$ cat src/rtl/mem_access_ctrl_if.sv
// Requester-side bus of mem_access_ctrl: instruction-fetch and data load/store handshakes.
// master = core requesters, slave = the access controller.
interface mem_access_ctrl_if #(
  parameter int unsigned ADDR_W = 32
);
  logic              if_req;
  logic [ADDR_W-1:0] if_addr;
  logic              if_ack;
  logic [31:0]       if_rdata;

  logic              d_req;
  logic [5:0]        d_op;
  logic [ADDR_W-1:0] d_addr;
  logic [31:0]       d_wdata;
  logic              d_ack;
  logic [31:0]       d_rdata;
  logic              d_err;

  modport master (
    output if_req, if_addr, d_req, d_op, d_addr, d_wdata,
    input  if_ack, if_rdata, d_ack, d_rdata, d_err
  );

  modport slave (
    input  if_req, if_addr, d_req, d_op, d_addr, d_wdata,
    output if_ack, if_rdata, d_ack, d_rdata, d_err
  );
endinterface

$ cat src/rtl/mem_access_ctrl.sv
// Single-port memory access controller: arbitrates fetch vs data, sequences IDLE/ACCESS/DONE.
// Optional MEM_TIMEOUT_EN aborts an ACCESS that has waited TIMEOUT_CYC cycles for mem_ready.
module mem_access_ctrl #(
  parameter int unsigned ADDR_W      = 32,
  parameter int unsigned TIMEOUT_CYC = 64
) (
  input  logic              clk,
  input  logic              rst_n,
  mem_access_ctrl_if.slave  req_bus,
  output logic              o_mem_en,
  output logic              o_mem_we,
  output logic [3:0]        o_mem_be,
  output logic [ADDR_W-1:0] o_mem_addr,
  output logic [31:0]       o_mem_wdata,
  input  logic [31:0]       i_mem_rdata,
  input  logic              i_mem_ready
);

  if (TIMEOUT_CYC < 2 || ADDR_W < 3) begin : g_param_check
    $error("mem_access_ctrl: TIMEOUT_CYC must be >= 2 and ADDR_W >= 3");
  end

  localparam logic [5:0] OpLw  = 6'b100011;
  localparam logic [5:0] OpLh  = 6'b100001;
  localparam logic [5:0] OpLhu = 6'b100101;
  localparam logic [5:0] OpLb  = 6'b100000;
  localparam logic [5:0] OpLbu = 6'b100100;
  localparam logic [5:0] OpSw  = 6'b101011;
  localparam logic [5:0] OpSh  = 6'b101001;
  localparam logic [5:0] OpSb  = 6'b101000;

  typedef enum logic [1:0] {StIdle, StAccess, StDone} state_e;

  state_e            r_state;
  logic              r_grant_d;
  logic              r_mem_en;
  logic              r_mem_we;
  logic [3:0]        r_mem_be;
  logic [ADDR_W-1:0] r_mem_addr;
  logic [31:0]       r_mem_wdata;
  logic              r_if_ack;
  logic [31:0]       r_if_rdata;
  logic              r_d_ack;
  logic              r_d_err;
  logic [31:0]       r_d_rdata;

  logic [1:0]  w_d_lo;
  logic        w_d_legal;
  logic        w_d_misalign;
  logic        w_d_store;
  logic [3:0]  w_d_be;
  logic [31:0] w_d_wdata;
  logic        w_timeout;

  assign w_d_lo = req_bus.d_addr[1:0];

  // Opcode decode: legality, alignment, lane enables and replicated store data.
  always_comb begin
    w_d_legal    = 1'b1;
    w_d_misalign = 1'b0;
    w_d_store    = 1'b0;
    w_d_be       = 4'b1111;
    w_d_wdata    = '0;
    case (req_bus.d_op)
      OpLw: begin
        w_d_misalign = |w_d_lo;
      end
      OpLh, OpLhu: begin
        w_d_misalign = w_d_lo[0];
      end
      OpLb, OpLbu: begin
        w_d_misalign = 1'b0;
      end
      OpSw: begin
        w_d_store    = 1'b1;
        w_d_misalign = |w_d_lo;
        w_d_wdata    = req_bus.d_wdata;
      end
      OpSh: begin
        w_d_store    = 1'b1;
        w_d_misalign = w_d_lo[0];
        w_d_be       = w_d_lo[1] ? 4'b1100 : 4'b0011;
        w_d_wdata    = {2{req_bus.d_wdata[15:0]}};
      end
      OpSb: begin
        w_d_store = 1'b1;
        w_d_be    = 4'b0001 << w_d_lo;
        w_d_wdata = {4{req_bus.d_wdata[7:0]}};
      end
      default: begin
        w_d_legal = 1'b0;
      end
    endcase
  end

`ifdef MEM_TIMEOUT_EN
  localparam int unsigned CntW = $clog2(TIMEOUT_CYC);

  logic [CntW-1:0] r_tmo_cnt;

  assign w_timeout = !i_mem_ready && (r_tmo_cnt == CntW'(TIMEOUT_CYC - 1));

  // Held at zero outside ACCESS so every access starts counting from zero.
  always_ff @(posedge clk or negedge rst_n) begin
    if (!rst_n) begin
      r_tmo_cnt <= '0;
    end else if (r_state != StAccess) begin
      r_tmo_cnt <= '0;
    end else if (!w_timeout) begin
      r_tmo_cnt <= r_tmo_cnt + 1'b1;
    end
  end
`else
  assign w_timeout = 1'b0;
`endif

  always_ff @(posedge clk or negedge rst_n) begin
    if (!rst_n) begin
      r_state     <= StIdle;
      r_grant_d   <= 1'b0;
      r_mem_en    <= 1'b0;
      r_mem_we    <= 1'b0;
      r_mem_be    <= '0;
      r_mem_addr  <= '0;
      r_mem_wdata <= '0;
      r_if_ack    <= 1'b0;
      r_if_rdata  <= '0;
      r_d_ack     <= 1'b0;
      r_d_err     <= 1'b0;
      r_d_rdata   <= '0;
    end else begin
      // Acks are single-cycle: raised on entry to DONE, dropped on the next edge.
      r_if_ack <= 1'b0;
      r_d_ack  <= 1'b0;
      unique case (r_state)
        StIdle: begin
          if (req_bus.d_req) begin
            r_grant_d <= 1'b1;
            if (!w_d_legal || w_d_misalign) begin
              r_state   <= StDone;
              r_d_ack   <= 1'b1;
              r_d_err   <= 1'b1;
              r_d_rdata <= '0;
            end else begin
              r_state     <= StAccess;
              r_mem_en    <= 1'b1;
              r_mem_we    <= w_d_store;
              r_mem_be    <= w_d_be;
              r_mem_addr  <= {req_bus.d_addr[ADDR_W-1:2], 2'b00};
              r_mem_wdata <= w_d_wdata;
            end
          end else if (req_bus.if_req) begin
            r_grant_d   <= 1'b0;
            r_state     <= StAccess;
            r_mem_en    <= 1'b1;
            r_mem_we    <= 1'b0;
            r_mem_be    <= 4'b1111;
            r_mem_addr  <= req_bus.if_addr & ~ADDR_W'(3);
            r_mem_wdata <= '0;
          end
        end
        StAccess: begin
          if (i_mem_ready || w_timeout) begin
            r_state     <= StDone;
            r_mem_en    <= 1'b0;
            r_mem_we    <= 1'b0;
            r_mem_be    <= '0;
            r_mem_addr  <= '0;
            r_mem_wdata <= '0;
            if (r_grant_d) begin
              r_d_ack   <= 1'b1;
              r_d_err   <= w_timeout;
              r_d_rdata <= w_timeout ? 32'h0 : i_mem_rdata;
            end else begin
              r_if_ack   <= 1'b1;
              r_if_rdata <= w_timeout ? 32'h0 : i_mem_rdata;
            end
          end
        end
        StDone: begin
          r_state <= StIdle;
          r_d_err <= 1'b0;
        end
        default: begin
          r_state <= StIdle;
        end
      endcase
    end
  end

  assign o_mem_en    = r_mem_en;
  assign o_mem_we    = r_mem_we;
  assign o_mem_be    = r_mem_be;
  assign o_mem_addr  = r_mem_addr;
  assign o_mem_wdata = r_mem_wdata;

  assign req_bus.if_ack   = r_if_ack;
  assign req_bus.if_rdata = r_if_rdata;
  assign req_bus.d_ack    = r_d_ack;
  assign req_bus.d_rdata  = r_d_rdata;
  assign req_bus.d_err    = r_d_err;

  a_en_matches_state : assert property (@(posedge clk) disable iff (!rst_n)
    r_mem_en == (r_state == StAccess));

  a_single_ack : assert property (@(posedge clk) disable iff (!rst_n)
    !(r_if_ack && r_d_ack));

endmodule
$ cat src/flat_wrapper.sv
// flat-port wrapper written by rule: the top's interface ports become plain ports
module mem_access_ctrl_flat 
#(
  parameter int unsigned ADDR_W      = 32,
  parameter int unsigned TIMEOUT_CYC = 64
)
  (clk, rst_n, o_mem_en, o_mem_we, o_mem_be, o_mem_addr, o_mem_wdata, i_mem_rdata, i_mem_ready, req_bus_if_req, req_bus_if_addr, req_bus_d_req, req_bus_d_op, req_bus_d_addr, req_bus_d_wdata, req_bus_if_ack, req_bus_if_rdata, req_bus_d_ack, req_bus_d_rdata, req_bus_d_err);
  mem_access_ctrl_if #(.ADDR_W(ADDR_W)) req_bus_i ();
  input  logic clk;
  input  logic rst_n;
  output logic o_mem_en;
  output logic o_mem_we;
  output logic [3:0] o_mem_be;
  output logic [ADDR_W-1:0] o_mem_addr;
  output logic [31:0] o_mem_wdata;
  input  logic [31:0] i_mem_rdata;
  input  logic i_mem_ready;
  input wire logic [$bits(req_bus_i.if_req)-1:0] req_bus_if_req;
  input wire logic [$bits(req_bus_i.if_addr)-1:0] req_bus_if_addr;
  input wire logic [$bits(req_bus_i.d_req)-1:0] req_bus_d_req;
  input wire logic [$bits(req_bus_i.d_op)-1:0] req_bus_d_op;
  input wire logic [$bits(req_bus_i.d_addr)-1:0] req_bus_d_addr;
  input wire logic [$bits(req_bus_i.d_wdata)-1:0] req_bus_d_wdata;
  output wire logic [$bits(req_bus_i.if_ack)-1:0] req_bus_if_ack;
  output wire logic [$bits(req_bus_i.if_rdata)-1:0] req_bus_if_rdata;
  output wire logic [$bits(req_bus_i.d_ack)-1:0] req_bus_d_ack;
  output wire logic [$bits(req_bus_i.d_rdata)-1:0] req_bus_d_rdata;
  output wire logic [$bits(req_bus_i.d_err)-1:0] req_bus_d_err;
  assign req_bus_i.if_req = req_bus_if_req;
  assign req_bus_i.if_addr = req_bus_if_addr;
  assign req_bus_i.d_req = req_bus_d_req;
  assign req_bus_i.d_op = req_bus_d_op;
  assign req_bus_i.d_addr = req_bus_d_addr;
  assign req_bus_i.d_wdata = req_bus_d_wdata;
  assign req_bus_if_ack = req_bus_i.if_ack;
  assign req_bus_if_rdata = req_bus_i.if_rdata;
  assign req_bus_d_ack = req_bus_i.d_ack;
  assign req_bus_d_rdata = req_bus_i.d_rdata;
  assign req_bus_d_err = req_bus_i.d_err;
  mem_access_ctrl #(.ADDR_W(ADDR_W), .TIMEOUT_CYC(TIMEOUT_CYC)) u_core (.clk(clk), .rst_n(rst_n), .req_bus(req_bus_i), .o_mem_en(o_mem_en), .o_mem_we(o_mem_we), .o_mem_be(o_mem_be), .o_mem_addr(o_mem_addr), .o_mem_wdata(o_mem_wdata), .i_mem_rdata(i_mem_rdata), .i_mem_ready(i_mem_ready));
endmodule
$ cat config.mk
export PLATFORM = sky130hd
export DESIGN_NAME = mem_access_ctrl_flat
export DESIGN_NICKNAME = d
export VERILOG_FILES = /design/src/rtl/mem_access_ctrl_if.sv /design/src/rtl/mem_access_ctrl.sv /design/src/flat_wrapper.sv
export SDC_FILE = /design/constraint.sdc
export NUM_CORES = 1
export LEC_CHECK = 0
export CAP_MARGIN = 20
export CORE_AREA = 2 2 124 126
export DETAILED_ROUTE_END_ITERATION = 6
export DIE_AREA = 0 0 126 128
export GPL_TIMING_DRIVEN = 0
export PLACE_DENSITY = 0.77
export SLEW_MARGIN = 0
export SYNTH_ARGS = -nofsm -noshare
export SYNTH_HDL_FRONTEND = slang
export SYNTH_SLANG_ARGS = --single-unit
$ cat constraint.sdc
create_clock -name clk -period 2.6 [get_ports clk]
set_clock_uncertainty 0.05 [all_clocks]
set_input_delay 0.39 -clock clk [delete_from_list [all_inputs] [get_ports clk]]
set_output_delay 0.39 -clock clk [all_outputs]
set_load 0.02 [all_outputs]
* Word-level counts from Yosys, hierarchy flattened
Index checks and enable logic that the tools add are counted.
Storage, ports and cells: register bits after elaboration 140, bits in latches 0, RAM bits 0, bits in read-only memories 0, input bits 139, output and inout bits 137, logic and storage cells 100, memories kept 0
Operators by class: $add $sub $neg 0, $mul 0, div/mod/pow operators 0, order comparisons 0, eq/ne operators 16, shift operators 1, mux-type cells 53, bitwise gates (word level) 1, reductions and logical operators 17
Operators by type and width (count):
- two-way mux 32 bit | 11
- one-hot mux 32 bit (2 select lines) | 3
- one-hot mux 32 bit (3 select lines) | 1
- == test 6 bit (second input constant) | 8
- two-way mux 1 bit | 21
- two-way mux 4 bit | 5
- one-hot mux 4 bit (2 select lines) | 2
- AND reduction 5 bit | 2
- two-way mux 2 bit | 4
- one-hot mux 1 bit (2 select lines) | 4
- OR reduction 8 bit | 1
- != test 3 bit (second input constant) | 2
- OR reduction 3 bit | 2
- != test 2 x 1 -> 1 bit (second input constant) | 2
- != test 2 bit (second input constant) | 2
- one-hot mux 2 bit (2 select lines) | 1
- AND reduction 2 bit | 2
- AND reduction 4 bit | 1
- nonzero test 2 bit | 2
- OR reduction 2 bit | 2
- << shifter 1 x 2 -> 4 bit (first input constant) | 1
- one-hot mux 1 bit (3 select lines) | 1
- AND reduction 3 bit | 1
- nonzero test 3 bit | 1
- other kinds (6) | 6

* Longest topological paths before layout
Gate-level depths: netlist (run 1).
word-level depth 8, depth in mapped cells 8, gate-level depth less buffers 6

* Worst setup path before layout (run 1)
OpenSTA, ideal clock, no wires.
kind register -> register, from reg u_core.r_state[0], to reg u_core.r_mem_wdata[10] (netlist: u_core.o_mem_wdata[10]), setup time 0.066 ns, arrival time 1.981 ns, required time 2.484 ns, slack 0.504 ns, cell stages (with the launch flop) 7, path buffers 1, clock period less this slack 2.096 ns, cell sequence dfrtp_1 -> ha_1 -> mux2i_1 -> or4b_1 -> a311oi_4 -> buf_6 -> a22o_1
Between the ends: longest elaborated chain between the ends 3, elaborated cells on any way between the ends 8, classes of those cells eq/ne: 4; mux: 1; reduce/logical: 3
Ends and longest elaborated chain:
- start, declared | line mem_access_ctrl.sv:34 | state_e r_state;
- start signal, assigned | line mem_access_ctrl.sv:119 | r_state <= StIdle;
- start signal, assigned | line mem_access_ctrl.sv:140 | r_state <= StDone;
- start signal, assigned | line mem_access_ctrl.sv:145 | r_state <= StAccess;
- == test 2 x 1 -> 1 bit or zero test 2 bit (tied branches) | line mem_access_ctrl.sv:135 | unique case (r_state)
- != test 2 bit (no line) (tied with other cells)
- AND reduction 4 bit (no line)
- end signal, assigned | line mem_access_ctrl.sv:150 | r_mem_wdata <= w_d_wdata;
- end, declared | line mem_access_ctrl.sv:40 | logic [31:0] r_mem_wdata;
Parallel ways exist; a longest one is shown, timed or not. A chain may end at the register's enable or synchronous reset.

* Worst setup path after layout (run 1)
from reg u_core.r_state[1], to reg u_core.r_mem_wdata[9] (netlist: u_core.o_mem_wdata[9])
The elaborated chain is that of the path after synthesis.

==> results of run 1 <==
-- worst min-delay path by stage --
stage	cells past startpoint	to	slack (ns)	from
floorplan	0	u_core.o_mem_addr[10]	0.04	rst_n
global placement	2	u_core.req_bus.if_rdata[11]	0.41	u_core.req_bus.if_rdata[11]
detailed placement	1	u_core.req_bus.if_rdata[24]	0.30	rst_n
CTS	2	u_core.req_bus.if_rdata[24]	0.41	rst_n
global route	2	u_core.req_bus.if_rdata[26]	0.43	rst_n
finish	2	u_core.req_bus.if_rdata[24]	0.41	rst_n
-- logic make-up after synthesis --
kind of cell | share of synthesized area
fa+ha+maj | 0.006203
buf+inv | 0.04176
other cells | 0.0006196
mux | 0.01489
simple gates | 0.1414
flops | 0.5706
compound gates | 0.2245
-- cell usage in the layout, fill, tap and decap left out, drive strengths merged, types with 2 or more instances in the layout --
cell type        n
a21oi           34
a22o            75
a32o             4
and2             2
buf             18
bufinv           2
clkbuf          50
clkdlybuf4s50  268
clkinv           4
clkinvlp         4
conb             2
dfrtp          138
ha               3
inv             15
mux2i            9
nand2          144
nand2b           2
nand3b           2
nand4bb          2
nor2            37
nor2b            3
o211ai           4
o21ai           19
o2bb2ai         30
or3b             3
-- flip-flops by register name, indices dropped and copies added, names as in the netlist, 2 cells and up --
register                 cells
u_core.r_state               2
u_core.req_bus.d_rdata      32
u_core.req_bus.if_rdata     32
u_core.o_mem_wdata          32
u_core.o_mem_be              4
u_core.o_mem_addr           30
-- per-layer routing --
metal | global-route usage | wire, µm | vias up
met5 | 0 | 0 | -
met4 | 0.07757 | 348 | 0
met3 | 0.07763 | 1559 | 29
met2 | 0.3795 | 8918 | 215
met1 | 0.3049 | 7970 | 2656
li1 | - | - | 2638
-- cell type report --
class,count,area share
Multi-Input combinational cell,390,0.2453
Timing Repair Buffer,271,0.2842
Buffer,47,0.02188
Clock buffer,19,0.04505
Clock inverter,13,0.01497
Sequential cell,138,0.3594
Inverter,12,0.004687
Tap cell,188,0.02448
-- where the power goes --
group          internal, mW  total, mW  switching [mW]  leakage [nW]
combinational          2.07       4.50            2.43          2.15
sequential             2.89       3.32           0.422          1.83
clock                  1.42       2.37           0.946         0.270
total                  6.39       10.2            3.80          4.26
-- what timing repair did --
action,4_1_cts,5_1_grt
endpoints found under the hold margin,44,0
endpoints found under the setup margin,13,92
buffers inserted,0,0
gates resized for setup,1,4
hold buffers,1,0
-- through the flow --
stage          hold slack [ns]    util
6_report                0.4126  0.6465
5_1_grt                 0.4348  0.6465
4_1_cts                 0.4078  0.6460
3_5_place_dp            0.2973  0.6063
3_3_place_gp            0.4081  0.6044
2_1_floorplan          0.04441       -
-- worst max-delay path, delay by kind of cell, from the launching register on --
kind	cells	cell delay (ns)
adder cells (fa/ha/maj)	1	0.21
flip-flops	1	0.38
AO/OA/AOI/OAI	2	0.66
AND/OR/NAND/NOR	1	0.57
buffers and inverters	2	0.29
multiplexers	1	0.14
==> run_summary.xml, run 1 <==
<?xml version="1.0" encoding="UTF-8"?>
<metrics>
  <group name="synthesis">
    <metric name="syn_avg_cell_area" unit="µm²">10.33</metric>
    <metric name="postSynth.asyncResetShare" unit="">1.000</metric>
    <metric name="synth.cells.most_frequent" unit="">sky130_fd_sc_hd__nand2_1, sky130_fd_sc_hd__dfrtp_1, sky130_fd_sc_hd__a22o_1</metric>
    <metric name="warnings_synthesis" unit="">0</metric>
    <metric name="synthTopCellsByArea" unit="">sky130_fd_sc_hd__dfrtp_1, sky130_fd_sc_hd__a22o_1, sky130_fd_sc_hd__nand2_1</metric>
    <metric name="postSynthRegisterBits" unit="">138</metric>
    <metric name="cell_taking_the_most_area_after_synthesis" unit="">sky130_fd_sc_hd__dfrtp_1</metric>
    <metric name="synthCells" unit="">586</metric>
    <metric name="synth_cell_area" unit="µm²">6052</metric>
    <metric name="synth_seq_area_share" unit="">0.5706</metric>
    <metric name="synth_enable_flop_cells" unit="">0</metric>
    <metric name="synth_most_common_cell" unit="">sky130_fd_sc_hd__nand2_1</metric>
    <metric name="synth_top_cell_area_share" unit="">0.5706</metric>
    <metric name="synth_cell_types" unit="">43</metric>
    <metric name="synth_ff_type" unit="">sky130_fd_sc_hd__dfrtp_1</metric>
  </group>
  <group name="layout">
    <metric name="num-nets-final" unit="">1019</metric>
    <metric name="antenna_diode_count" unit="">0</metric>
    <metric name="layout.cell_area.non_filler" unit="µm²">9609</metric>
    <metric name="drive_above_1_share" unit="">0.06067</metric>
    <metric name="final-seq-area" unit="µm²">3453</metric>
    <metric name="fillers" unit="">1246</metric>
    <metric name="flow.area_growth_from_synthesis" unit="%">58.78</metric>
    <metric name="multi_input_comb_area" unit="µm²">2357</metric>
    <metric name="layout.cells.non_filler" unit="">1078</metric>
  </group>
  <group name="clocking">
    <metric name="clock_tree_from_tritoncts" unit="">done</metric>
    <metric name="cts_buffers" unit="">17</metric>
    <metric name="cts.path.max_buffers" unit="">2</metric>
    <metric name="cts_sinks" unit="">138</metric>
    <metric name="cts_root_buffer" unit="">sky130_fd_sc_hd__clkbuf_16</metric>
    <metric name="cts-htree-levels" unit="">4</metric>
    <metric name="clk_pin_slew" unit="ns">0.06</metric>
    <metric name="clk_latency" unit="ns">0.40</metric>
  </group>
  <group name="grt">
    <metric name="grt_use_total" unit="">0.2365</metric>
    <metric name="grt_first_pass_wirelength" unit="µm">30230</metric>
    <metric name="grt_antenna_before_repair" unit="">0</metric>
    <metric name="overflow" unit="">0</metric>
    <metric name="grt_max_degree" unit="">95</metric>
    <metric name="first_global_vias" unit="">5728</metric>
  </group>
  <group name="routing">
    <metric name="detailroute.via_count" unit="">5538</metric>
    <metric name="number_of_iterations_in_the_first_detailed_routing_pass" unit="">4</metric>
    <metric name="wl_per_cell" unit="µm">17.44</metric>
    <metric name="postRouteWirelength" unit="µm">18800</metric>
    <metric name="avgViaCountPerCell" unit="">5.137</metric>
    <metric name="antenna_violating_nets_post_route" unit="">0</metric>
    <metric name="drt_iter0_drc" unit="">243</metric>
    <metric name="remaining_drc_errors" unit="">0</metric>
  </group>
  <group name="critical_path">
    <metric name="arrival" unit="ns">2.67</metric>
    <metric name="critical_path_end_type" unit="">flip-flop</metric>
    <metric name="cp_cell_sequence" unit="">inv_1 -&gt; ha_1 -&gt; mux2i_1 -&gt; or4b_1 -&gt; a311oi_4 -&gt; buf_6 -&gt; a22o_1</metric>
    <metric name="worst_setup_path_start_kind" unit="">flip-flop</metric>
    <metric name="timing.rr.start" unit="">u_core.r_state[1]</metric>
    <metric name="cp_data_required_time" unit="ns">2.89</metric>
    <metric name="crit_end" unit="">u_core.o_mem_wdata[9]</metric>
    <metric name="critical_path.startpoint" unit="">u_core.r_state[1]</metric>
    <metric name="worst-setup-path-type" unit="">reg2reg</metric>
    <metric name="reg2reg_path_depth" unit="">7</metric>
    <metric name="crit_path_top_delay_cell" unit="">sky130_fd_sc_hd__or4b_1</metric>
    <metric name="setup.reg_to_reg.worst_slack" unit="ns">0.23</metric>
    <metric name="timing.critical_path.fanout_max" unit="">10</metric>
    <metric name="worst_r2r_endpoint" unit="">u_core.o_mem_wdata[9]</metric>
    <metric name="critPathMaxStageDelay" unit="ns">0.57</metric>
  </group>
  <group name="sta">
    <metric name="setup_viol" unit="">0</metric>
    <metric name="achievable-frequency" unit="MHz">421.7</metric>
    <metric name="slew-limit-headroom" unit="">0.5689</metric>
    <metric name="slew_viol_final" unit="">0</metric>
    <metric name="period_share" unit="">0.9121</metric>
    <metric name="final.setup.tns" unit="ns">0</metric>
    <metric name="worst-slew-pin-transition" unit="ns">0.6467</metric>
    <metric name="period_minus_slack" unit="ns">2.371</metric>
    <metric name="timing.final.ws_setup" unit="ns">0.2285</metric>
    <metric name="grt_setup_unrepaired" unit="">false</metric>
    <metric name="final-hold-violation-count" unit="">0</metric>
  </group>
  <group name="place">
    <metric name="gpl.final_weighted_congestion" unit="">0.8332</metric>
    <metric name="io_buffers" unit="">269</metric>
    <metric name="dpl.cell_count" unit="">1045</metric>
    <metric name="place_worst_setup_slack" unit="ns">-0.1803</metric>
    <metric name="area_of_placed_instances" unit="µm²">9012</metric>
    <metric name="place.detailed.hpwl" unit="µm">13590</metric>
  </group>
  <group name="pwr">
    <metric name="vdd_drop_max" unit="mV">0.5690</metric>
    <metric name="leakage" unit="nW">4.258</metric>
    <metric name="pwr_density_cell" unit="nW/µm²">1060</metric>
    <metric name="fin_total_pwr" unit="mW">10.19</metric>
  </group>
  <group name="floorplanning">
    <metric name="pin_count" unit="">276</metric>
    <metric name="placement_rows" unit="">45</metric>
    <metric name="initial_core_utilization" unit="">0.4072</metric>
    <metric name="die_span_in_x" unit="µm">126</metric>
    <metric name="die_h" unit="µm">128</metric>
    <metric name="core_footprint" unit="µm²">14860</metric>
    <metric name="floorplan.die_area" unit="µm²">16130</metric>
  </group>
  <group name="job">
    <metric name="max_cap_violations" unit="">0</metric>
  </group>
  <group name="outcome">
    <metric name="run_status" unit="">finished clean</metric>
  </group>
  <group name="worst_hold_path">
    <metric name="min-delay-path-class" unit="">in2async</metric>
  </group>
</metrics>
(Power assumes the default switching activity.)
==> inputs of run 2 (changes only) <==
--- a/config.mk
+++ b/config.mk
@@ -6,11 +6,12 @@
 export NUM_CORES = 1
 export LEC_CHECK = 0
 export CAP_MARGIN = 20
-export CORE_AREA = 2 2 124 126
+export CORE_AREA = 2 2 122 124
+export CTS_BUF_LIST = sky130_fd_sc_hd__clkbuf_4 sky130_fd_sc_hd__clkbuf_8
 export DETAILED_ROUTE_END_ITERATION = 6
-export DIE_AREA = 0 0 126 128
+export DIE_AREA = 0 0 124 126
 export GPL_TIMING_DRIVEN = 0
-export PLACE_DENSITY = 0.77
+export PLACE_DENSITY = 0.8
 export SLEW_MARGIN = 0
 export SYNTH_ARGS = -nofsm -noshare
 export SYNTH_HDL_FRONTEND = slang
==> run_summary.xml, run 2 (same netlist as run 1, synthesis figures left out) <==
<?xml version="1.0" encoding="UTF-8"?>
<metrics>
  <group name="outcome">
    <metric name="run_status" unit="">finished clean</metric>
  </group>
  <group name="critical_path">
    <metric name="timing.critical_path.fanout_max" unit="">10</metric>
    <metric name="crit_path_top_delay_cell" unit="">sky130_fd_sc_hd__dfrtp_1</metric>
    <metric name="critical_path_end_type" unit="">flip-flop</metric>
    <metric name="cp_data_required_time" unit="ns">2.91</metric>
    <metric name="cp.buffers_inverters" unit="">4</metric>
    <metric name="critPathMaxStageDelay" unit="ns">0.41</metric>
    <metric name="critPathTopFamily" unit="">buffers and inverters</metric>
    <metric name="worst-setup-path-type" unit="">reg2reg</metric>
    <metric name="worst_path_most_repeated_cell" unit="">sky130_fd_sc_hd__buf_2</metric>
    <metric name="cp_cell_sequence" unit="">inv_1 -&gt; ha_1 -&gt; clkbuf_2 -&gt; nand2_1 -&gt; o21bai_2 -&gt; buf_2 -&gt; buf_2 -&gt; o2bb2ai_1</metric>
    <metric name="arrival" unit="ns">2.66</metric>
    <metric name="worst_setup_path_start_kind" unit="">flip-flop</metric>
  </group>
  <group name="pwr">
    <metric name="vdd_drop_max" unit="mV">0.6879</metric>
    <metric name="pwr_density_cell" unit="nW/µm²">1002</metric>
    <metric name="fin_total_pwr" unit="mW">9.394</metric>
    <metric name="leakage" unit="nW">4.156</metric>
  </group>
  <group name="place">
    <metric name="place_worst_setup_slack" unit="ns">-0.2145</metric>
    <metric name="dpl.cell_count" unit="">1041</metric>
    <metric name="gpl.final_weighted_congestion" unit="">0.8844</metric>
    <metric name="io_buffers" unit="">269</metric>
    <metric name="place.detailed.hpwl" unit="µm">13500</metric>
  </group>
  <group name="routing">
    <metric name="wl_per_cell" unit="µm">17.24</metric>
    <metric name="drt_iter0_drc" unit="">287</metric>
    <metric name="detailroute.via_count" unit="">5523</metric>
    <metric name="number_of_iterations_in_the_first_detailed_routing_pass" unit="">5</metric>
    <metric name="postRouteWirelength" unit="µm">18500</metric>
    <metric name="remaining_drc_errors" unit="">0</metric>
    <metric name="avgViaCountPerCell" unit="">5.147</metric>
    <metric name="antenna_violating_nets_post_route" unit="">0</metric>
  </group>
  <group name="job">
    <metric name="max_cap_violations" unit="">0</metric>
  </group>
  <group name="clocking">
    <metric name="cts_sinks" unit="">138</metric>
    <metric name="cts_root_buffer" unit="">sky130_fd_sc_hd__clkbuf_8</metric>
    <metric name="cts_buffers" unit="">17</metric>
    <metric name="cts.path.max_buffers" unit="">2</metric>
    <metric name="cts-htree-levels" unit="">4</metric>
    <metric name="clk_pin_slew" unit="ns">0.08</metric>
    <metric name="clock_tree_from_tritoncts" unit="">done</metric>
    <metric name="clk_latency" unit="ns">0.44</metric>
  </group>
  <group name="grt">
    <metric name="overflow" unit="">0</metric>
    <metric name="first_global_vias" unit="">5527</metric>
    <metric name="grt_first_pass_wirelength" unit="µm">28970</metric>
    <metric name="grt_max_degree" unit="">86</metric>
    <metric name="grt_use_total" unit="">0.2413</metric>
    <metric name="grt_antenna_before_repair" unit="">0</metric>
  </group>
  <group name="sta">
    <metric name="slew-limit-headroom" unit="">0.5856</metric>
    <metric name="slew_viol_final" unit="">0</metric>
    <metric name="grt_setup_unrepaired" unit="">false</metric>
    <metric name="setup_viol" unit="">0</metric>
    <metric name="achievable-frequency" unit="MHz">424.7</metric>
    <metric name="period_share" unit="">0.9055</metric>
    <metric name="final.setup.tns" unit="ns">0</metric>
    <metric name="period_minus_slack" unit="ns">2.354</metric>
    <metric name="final-hold-violation-count" unit="">0</metric>
    <metric name="timing.final.ws_setup" unit="ns">0.2456</metric>
    <metric name="worst-slew-pin-transition" unit="ns">0.6216</metric>
  </group>
  <group name="floorplanning">
    <metric name="core_footprint" unit="µm²">14310</metric>
    <metric name="die_h" unit="µm">126</metric>
    <metric name="die_span_in_x" unit="µm">124</metric>
    <metric name="placement_rows" unit="">44</metric>
    <metric name="floorplan.die_area" unit="µm²">15620</metric>
    <metric name="initial_core_utilization" unit="">0.4228</metric>
    <metric name="pin_count" unit="">276</metric>
  </group>
  <group name="layout">
    <metric name="layout.cells.non_filler" unit="">1073</metric>
    <metric name="flow.area_growth_from_synthesis" unit="%">54.91</metric>
    <metric name="final-seq-area" unit="µm²">3453</metric>
    <metric name="most-common-layout-cells" unit="">sky130_fd_sc_hd__clkdlybuf4s50_1, sky130_fd_sc_hd__nand2_1, sky130_fd_sc_hd__dfrtp_1, sky130_fd_sc_hd__a22o_1, sky130_fd_sc_hd__nor2_1</metric>
    <metric name="layout.cells.most_common" unit="">sky130_fd_sc_hd__clkdlybuf4s50_1</metric>
    <metric name="num-nets-final" unit="">1019</metric>
    <metric name="multi_input_comb_area" unit="µm²">2357</metric>
    <metric name="fillers" unit="">1182</metric>
    <metric name="antenna_diode_count" unit="">0</metric>
    <metric name="drive_above_1_share" unit="">0.06187</metric>
  </group>
  <group name="worst_hold_path">
    <metric name="min-delay-path-class" unit="">in2reg</metric>
  </group>
</metrics>
## run 2: final timing paths
path                       slack (ns)  depth (start not counted)                     endpoint                   startpoint
max                              0.25                          8        u_core.o_mem_addr[15]            u_core.r_state[0]
min                              0.39                          3            u_core.r_state[1]                req_bus_d_req
max reg2reg                      0.25                          8        u_core.o_mem_addr[15]            u_core.r_state[0]
min reg2reg                      0.43                          2  u_core.req_bus.if_rdata[29]  u_core.req_bus.if_rdata[29]
max in group asynchronous        1.30                          3        u_core.o_mem_addr[23]                        rst_n
min in group asynchronous        0.41                          2  u_core.req_bus.if_rdata[16]                        rst_n
## run 2: metal layers
layer  global-route usage  share of wire  vias up
met5                    0              0        -
met4              0.08130          0.020        0
met3              0.08333          0.093       31
met2               0.3791           0.48      209
met1               0.3119           0.41     2643
li1                     -              -     2640
## run 2: final cells by class
type | count | share of cell area
repair buffers | 271 | 0.2913
flip-flops and latches | 138 | 0.3683
plain buffers | 47 | 0.02242
inverters | 12 | 0.004804
clock inverters | 12 | 0.009876
well taps | 184 | 0.02456
multi-input cells | 390 | 0.2514
clock buffers | 19 | 0.02723
## run 2: worst reg2reg max path, cell delays in order, from the launching register on
cell                        delay (ns)
sky130_fd_sc_hd__dfrtp_1          0.41
sky130_fd_sc_hd__inv_1            0.09
sky130_fd_sc_hd__ha_1             0.18
sky130_fd_sc_hd__clkbuf_2         0.25
sky130_fd_sc_hd__nand2_1          0.20
sky130_fd_sc_hd__o21bai_2         0.33
sky130_fd_sc_hd__buf_2            0.32
sky130_fd_sc_hd__buf_2            0.28
sky130_fd_sc_hd__o2bb2ai_1        0.16
## run 2: repair_timing
| item | CTS | global route |
|---|---|---|
| resized for setup | 1 | 4 |
| buffers inserted | 0 | 0 |
| endpoints found under the hold margin | 53 | 0 |
| setup endpoints to repair | 21 | 114 |
| gates cloned | 0 | 0 |
| hold buffers | 1 | 0 |
## run 2: stage by stage
stage,utilization,area [µm²],hold slack [ns]
floorplan,-,6056,0.04441
global placement,0.6273,8979,0.4077
detailed placement,0.6293,9007,0.3254
CTS,0.6545,9369,0.3634
global route,0.6550,9375,0.3815
finish,0.6550,9375,0.3851
## run 2: report_power, final
part	internal [mW]	switching (mW)
Combinational	2.07	2.44
Sequential	2.89	0.416
Clock	0.700	0.878
Total	5.66	3.73
==> inputs of run 3 (changes only) <==
--- a/config.mk
+++ b/config.mk
@@ -5,13 +5,15 @@
 export SDC_FILE = /design/constraint.sdc
 export NUM_CORES = 1
 export LEC_CHECK = 0
+export ABC_AREA = 1
 export CAP_MARGIN = 20
-export CORE_AREA = 2 2 122 124
+export CORE_AREA = 10 10 135 137
 export CTS_BUF_LIST = sky130_fd_sc_hd__clkbuf_4 sky130_fd_sc_hd__clkbuf_8
 export DETAILED_ROUTE_END_ITERATION = 6
-export DIE_AREA = 0 0 124 126
+export DIE_AREA = 0 0 145 147
 export GPL_TIMING_DRIVEN = 0
 export PLACE_DENSITY = 0.8
+export SKIP_CTS_REPAIR_TIMING = 1
 export SLEW_MARGIN = 0
 export SYNTH_ARGS = -nofsm -noshare
 export SYNTH_HDL_FRONTEND = slang
==> run_summary.xml, run 3 <==
<?xml version="1.0" encoding="UTF-8"?>
<metrics>
  <group name="synthesis">
    <metric name="synth_most_common_cell" unit="">sky130_fd_sc_hd__nand2_1</metric>
    <metric name="synth.cells.most_frequent" unit="">sky130_fd_sc_hd__nand2_1, sky130_fd_sc_hd__dfrtp_1, sky130_fd_sc_hd__nand3_1</metric>
    <metric name="cell_taking_the_most_area_after_synthesis" unit="">sky130_fd_sc_hd__dfrtp_1</metric>
    <metric name="postSynth.asyncResetShare" unit="">1.000</metric>
    <metric name="synthTopCellsByArea" unit="">sky130_fd_sc_hd__dfrtp_1, sky130_fd_sc_hd__nand2_1, sky130_fd_sc_hd__nand4_1</metric>
    <metric name="warnings_synthesis" unit="">0</metric>
    <metric name="postSynthRegisterBits" unit="">138</metric>
    <metric name="synth_cell_types" unit="">30</metric>
    <metric name="syn_avg_cell_area" unit="µm²">7.546</metric>
    <metric name="synth_cell_area" unit="µm²">6844</metric>
    <metric name="synth_top_cell_area_share" unit="">0.5046</metric>
    <metric name="synth_enable_flop_cells" unit="">0</metric>
    <metric name="synthCells" unit="">907</metric>
    <metric name="synth_seq_area_share" unit="">0.5046</metric>
    <metric name="synth_ff_type" unit="">sky130_fd_sc_hd__dfrtp_1</metric>
  </group>
  <group name="outcome">
    <metric name="run_status" unit="">finished clean</metric>
  </group>
  <group name="routing">
    <metric name="postRouteWirelength" unit="µm">23690</metric>
    <metric name="detailroute.via_count" unit="">7056</metric>
    <metric name="antenna_violating_nets_post_route" unit="">0</metric>
    <metric name="number_of_iterations_in_the_first_detailed_routing_pass" unit="">5</metric>
    <metric name="wl_per_cell" unit="µm">16.56</metric>
    <metric name="remaining_drc_errors" unit="">0</metric>
    <metric name="drt_iter0_drc" unit="">429</metric>
    <metric name="avgViaCountPerCell" unit="">4.934</metric>
  </group>
  <group name="pwr">
    <metric name="vdd_drop_max" unit="mV">0.4952</metric>
    <metric name="leakage" unit="nW">5.223</metric>
    <metric name="fin_total_pwr" unit="mW">10.75</metric>
    <metric name="pwr_density_cell" unit="nW/µm²">1046</metric>
  </group>
  <group name="critical_path">
    <metric name="reg2reg_path_depth" unit="">8</metric>
    <metric name="cp_data_required_time" unit="ns">2.93</metric>
    <metric name="critical_path_end_type" unit="">flip-flop</metric>
    <metric name="worst-setup-path-type" unit="">reg2reg</metric>
    <metric name="timing.critical_path.fanout_max" unit="">10</metric>
    <metric name="arrival" unit="ns">2.54</metric>
    <metric name="worst_setup_path_start_kind" unit="">flip-flop</metric>
  </group>
  <group name="job">
    <metric name="max_cap_violations" unit="">0</metric>
  </group>
  <group name="sta">
    <metric name="period_minus_slack" unit="ns">2.213</metric>
    <metric name="setup_viol" unit="">0</metric>
    <metric name="grt_setup_unrepaired" unit="">false</metric>
    <metric name="slew-limit-headroom" unit="">0.5385</metric>
    <metric name="achievable-frequency" unit="MHz">451.9</metric>
    <metric name="slew_viol_final" unit="">0</metric>
    <metric name="final.setup.tns" unit="ns">0</metric>
    <metric name="worst-slew-pin-transition" unit="ns">0.6876</metric>
    <metric name="period_share" unit="">0.8511</metric>
    <metric name="final-hold-violation-count" unit="">0</metric>
  </group>
  <group name="layout">
    <metric name="most-common-layout-cells" unit="">sky130_fd_sc_hd__nand2_1, sky130_fd_sc_hd__clkdlybuf4s50_1, sky130_fd_sc_hd__dfrtp_1, sky130_fd_sc_hd__nand3_1, sky130_fd_sc_hd__nand4_1</metric>
    <metric name="drive_above_1_share" unit="">0.07090</metric>
    <metric name="layout.cells.most_common" unit="">sky130_fd_sc_hd__nand2_1</metric>
    <metric name="num-nets-final" unit="">1342</metric>
    <metric name="flow.area_growth_from_synthesis" unit="%">50.13</metric>
  </group>
  <group name="floorplanning">
    <metric name="pin_count" unit="">276</metric>
    <metric name="core_footprint" unit="µm²">15600</metric>
    <metric name="placement_rows" unit="">46</metric>
    <metric name="floorplan.die_area" unit="µm²">21320</metric>
    <metric name="die_span_in_x" unit="µm">145</metric>
    <metric name="die_h" unit="µm">147</metric>
    <metric name="initial_core_utilization" unit="">0.4388</metric>
  </group>
  <group name="grt">
    <metric name="grt_first_pass_wirelength" unit="µm">37730</metric>
    <metric name="overflow" unit="">0</metric>
    <metric name="grt_max_degree" unit="">82</metric>
    <metric name="first_global_vias" unit="">7020</metric>
    <metric name="grt_use_total" unit="">0.2192</metric>
    <metric name="grt_antenna_before_repair" unit="">1</metric>
  </group>
  <group name="clocking">
    <metric name="cts_buffers" unit="">17</metric>
    <metric name="clk_pin_slew" unit="ns">0.08</metric>
    <metric name="cts.path.max_buffers" unit="">2</metric>
    <metric name="cts-htree-levels" unit="">4</metric>
    <metric name="cts_sinks" unit="">138</metric>
    <metric name="cts_root_buffer" unit="">sky130_fd_sc_hd__clkbuf_8</metric>
    <metric name="clk_latency" unit="ns">0.44</metric>
    <metric name="clock_tree_from_tritoncts" unit="">done</metric>
  </group>
  <group name="place">
    <metric name="io_buffers" unit="">271</metric>
    <metric name="gpl.final_weighted_congestion" unit="">0.8833</metric>
    <metric name="place.detailed.hpwl" unit="µm">18430</metric>
  </group>
  <group name="worst_hold_path">
    <metric name="min-delay-path-class" unit="">in2async</metric>
  </group>
</metrics>
[run 3: layer usage]
layer / track usage / part of all wire / vias up
met2: 0.3696 / 0.49 / 254
met3: 0.06634 / 0.073 / 40
li1: - / - / 3481
met5: 0 / 0 / -
met4: 0.08121 / 0.029 / 0
met1: 0.2583 / 0.41 / 3281
[run 3: final cells by class]
cell class,count,area [µm²]
clock inverters,11,120.1
inverters,49,183.9
plain buffers,63,317.8
fillers,1338,5323
clock buffers,21,282.8
repair buffers,273,2751
well taps,216,270.3
diodes,1,2.502
flip-flops and latches,138,3453
multi-input cells,658,2893
[run 3: stage by stage]
| stage | instances | utilization | setup slack, ns | area [µm²] | hold slack, ns |
|---|---|---|---|---|---|
| 3_3_place_gp | 1395 | 0.6303 | -4.491 | 9831 | 0.4031 |
| 4_1_cts | 1428 | 0.6580 | 0.3851 | 10260 | -0.1486 |
| 3_5_place_dp | 1396 | 0.6321 | 0.04515 | 9859 | 0.3386 |
| 6_report | 1430 | 0.6588 | 0.3872 | 10270 | 0.4167 |
| 2_1_floorplan | 908 | - | 0.8276 | 6848 | 0.04441 |
| 5_1_grt | 1430 | 0.6588 | 0.1364 | 10270 | 0.4420 |
[run 3: cells by family (layout without fill, tap and decap cells)]
group           count (synthesis)  after routing  share of synthesized area
simple gates                  602            602                     0.3770
fa+ha+maj                       3              3                   0.005485
compound gates                 51             51                    0.03912
buf+inv                       112            417                    0.07331
other cells                     1              3                  0.0005479
flops                         138            138                     0.5046
[run 3: final timing paths]
path,slack (ns),endpoint,from
setup / recovery,0.39,u_core.req_bus.d_rdata[26],u_core.r_state[1]
hold / removal,0.42,u_core.req_bus.d_rdata[20],rst_n
setup reg to reg,0.39,u_core.req_bus.d_rdata[26],u_core.r_state[1]
hold reg to reg,0.42,u_core.req_bus.if_rdata[6],u_core.req_bus.if_rdata[6]
max in group asynchronous,1.28,u_core.o_mem_addr[22],rst_n
min in group clk,0.42,u_core.req_bus.if_rdata[6],u_core.req_bus.if_rdata[6]
[run 3: worst max-delay path, cell delays in order, from the launching register on]
cell and delay, ns:
sky130_fd_sc_hd__dfrtp_1 0.39, sky130_fd_sc_hd__inv_1 0.10, sky130_fd_sc_hd__ha_1 0.14, sky130_fd_sc_hd__buf_2 0.21, sky130_fd_sc_hd__nor2_1 0.11, sky130_fd_sc_hd__nor2_1 0.48, sky130_fd_sc_hd__clkbuf_1 0.42, sky130_fd_sc_hd__nand4_1 0.15
sky130_fd_sc_hd__nand2_1 0.10
[run 3: power by group]
| part | leakage (nW) | internal, mW | switching [mW] | total, mW |
|---|---|---|---|---|
| clock network | 0.189 | 0.932 | 0.841 | 1.77 |
| logic | 3.22 | 2.25 | 3.37 | 5.62 |
| registers | 1.81 | 2.93 | 0.429 | 3.36 |
| total | 5.22 | 6.12 | 4.64 | 10.8 |
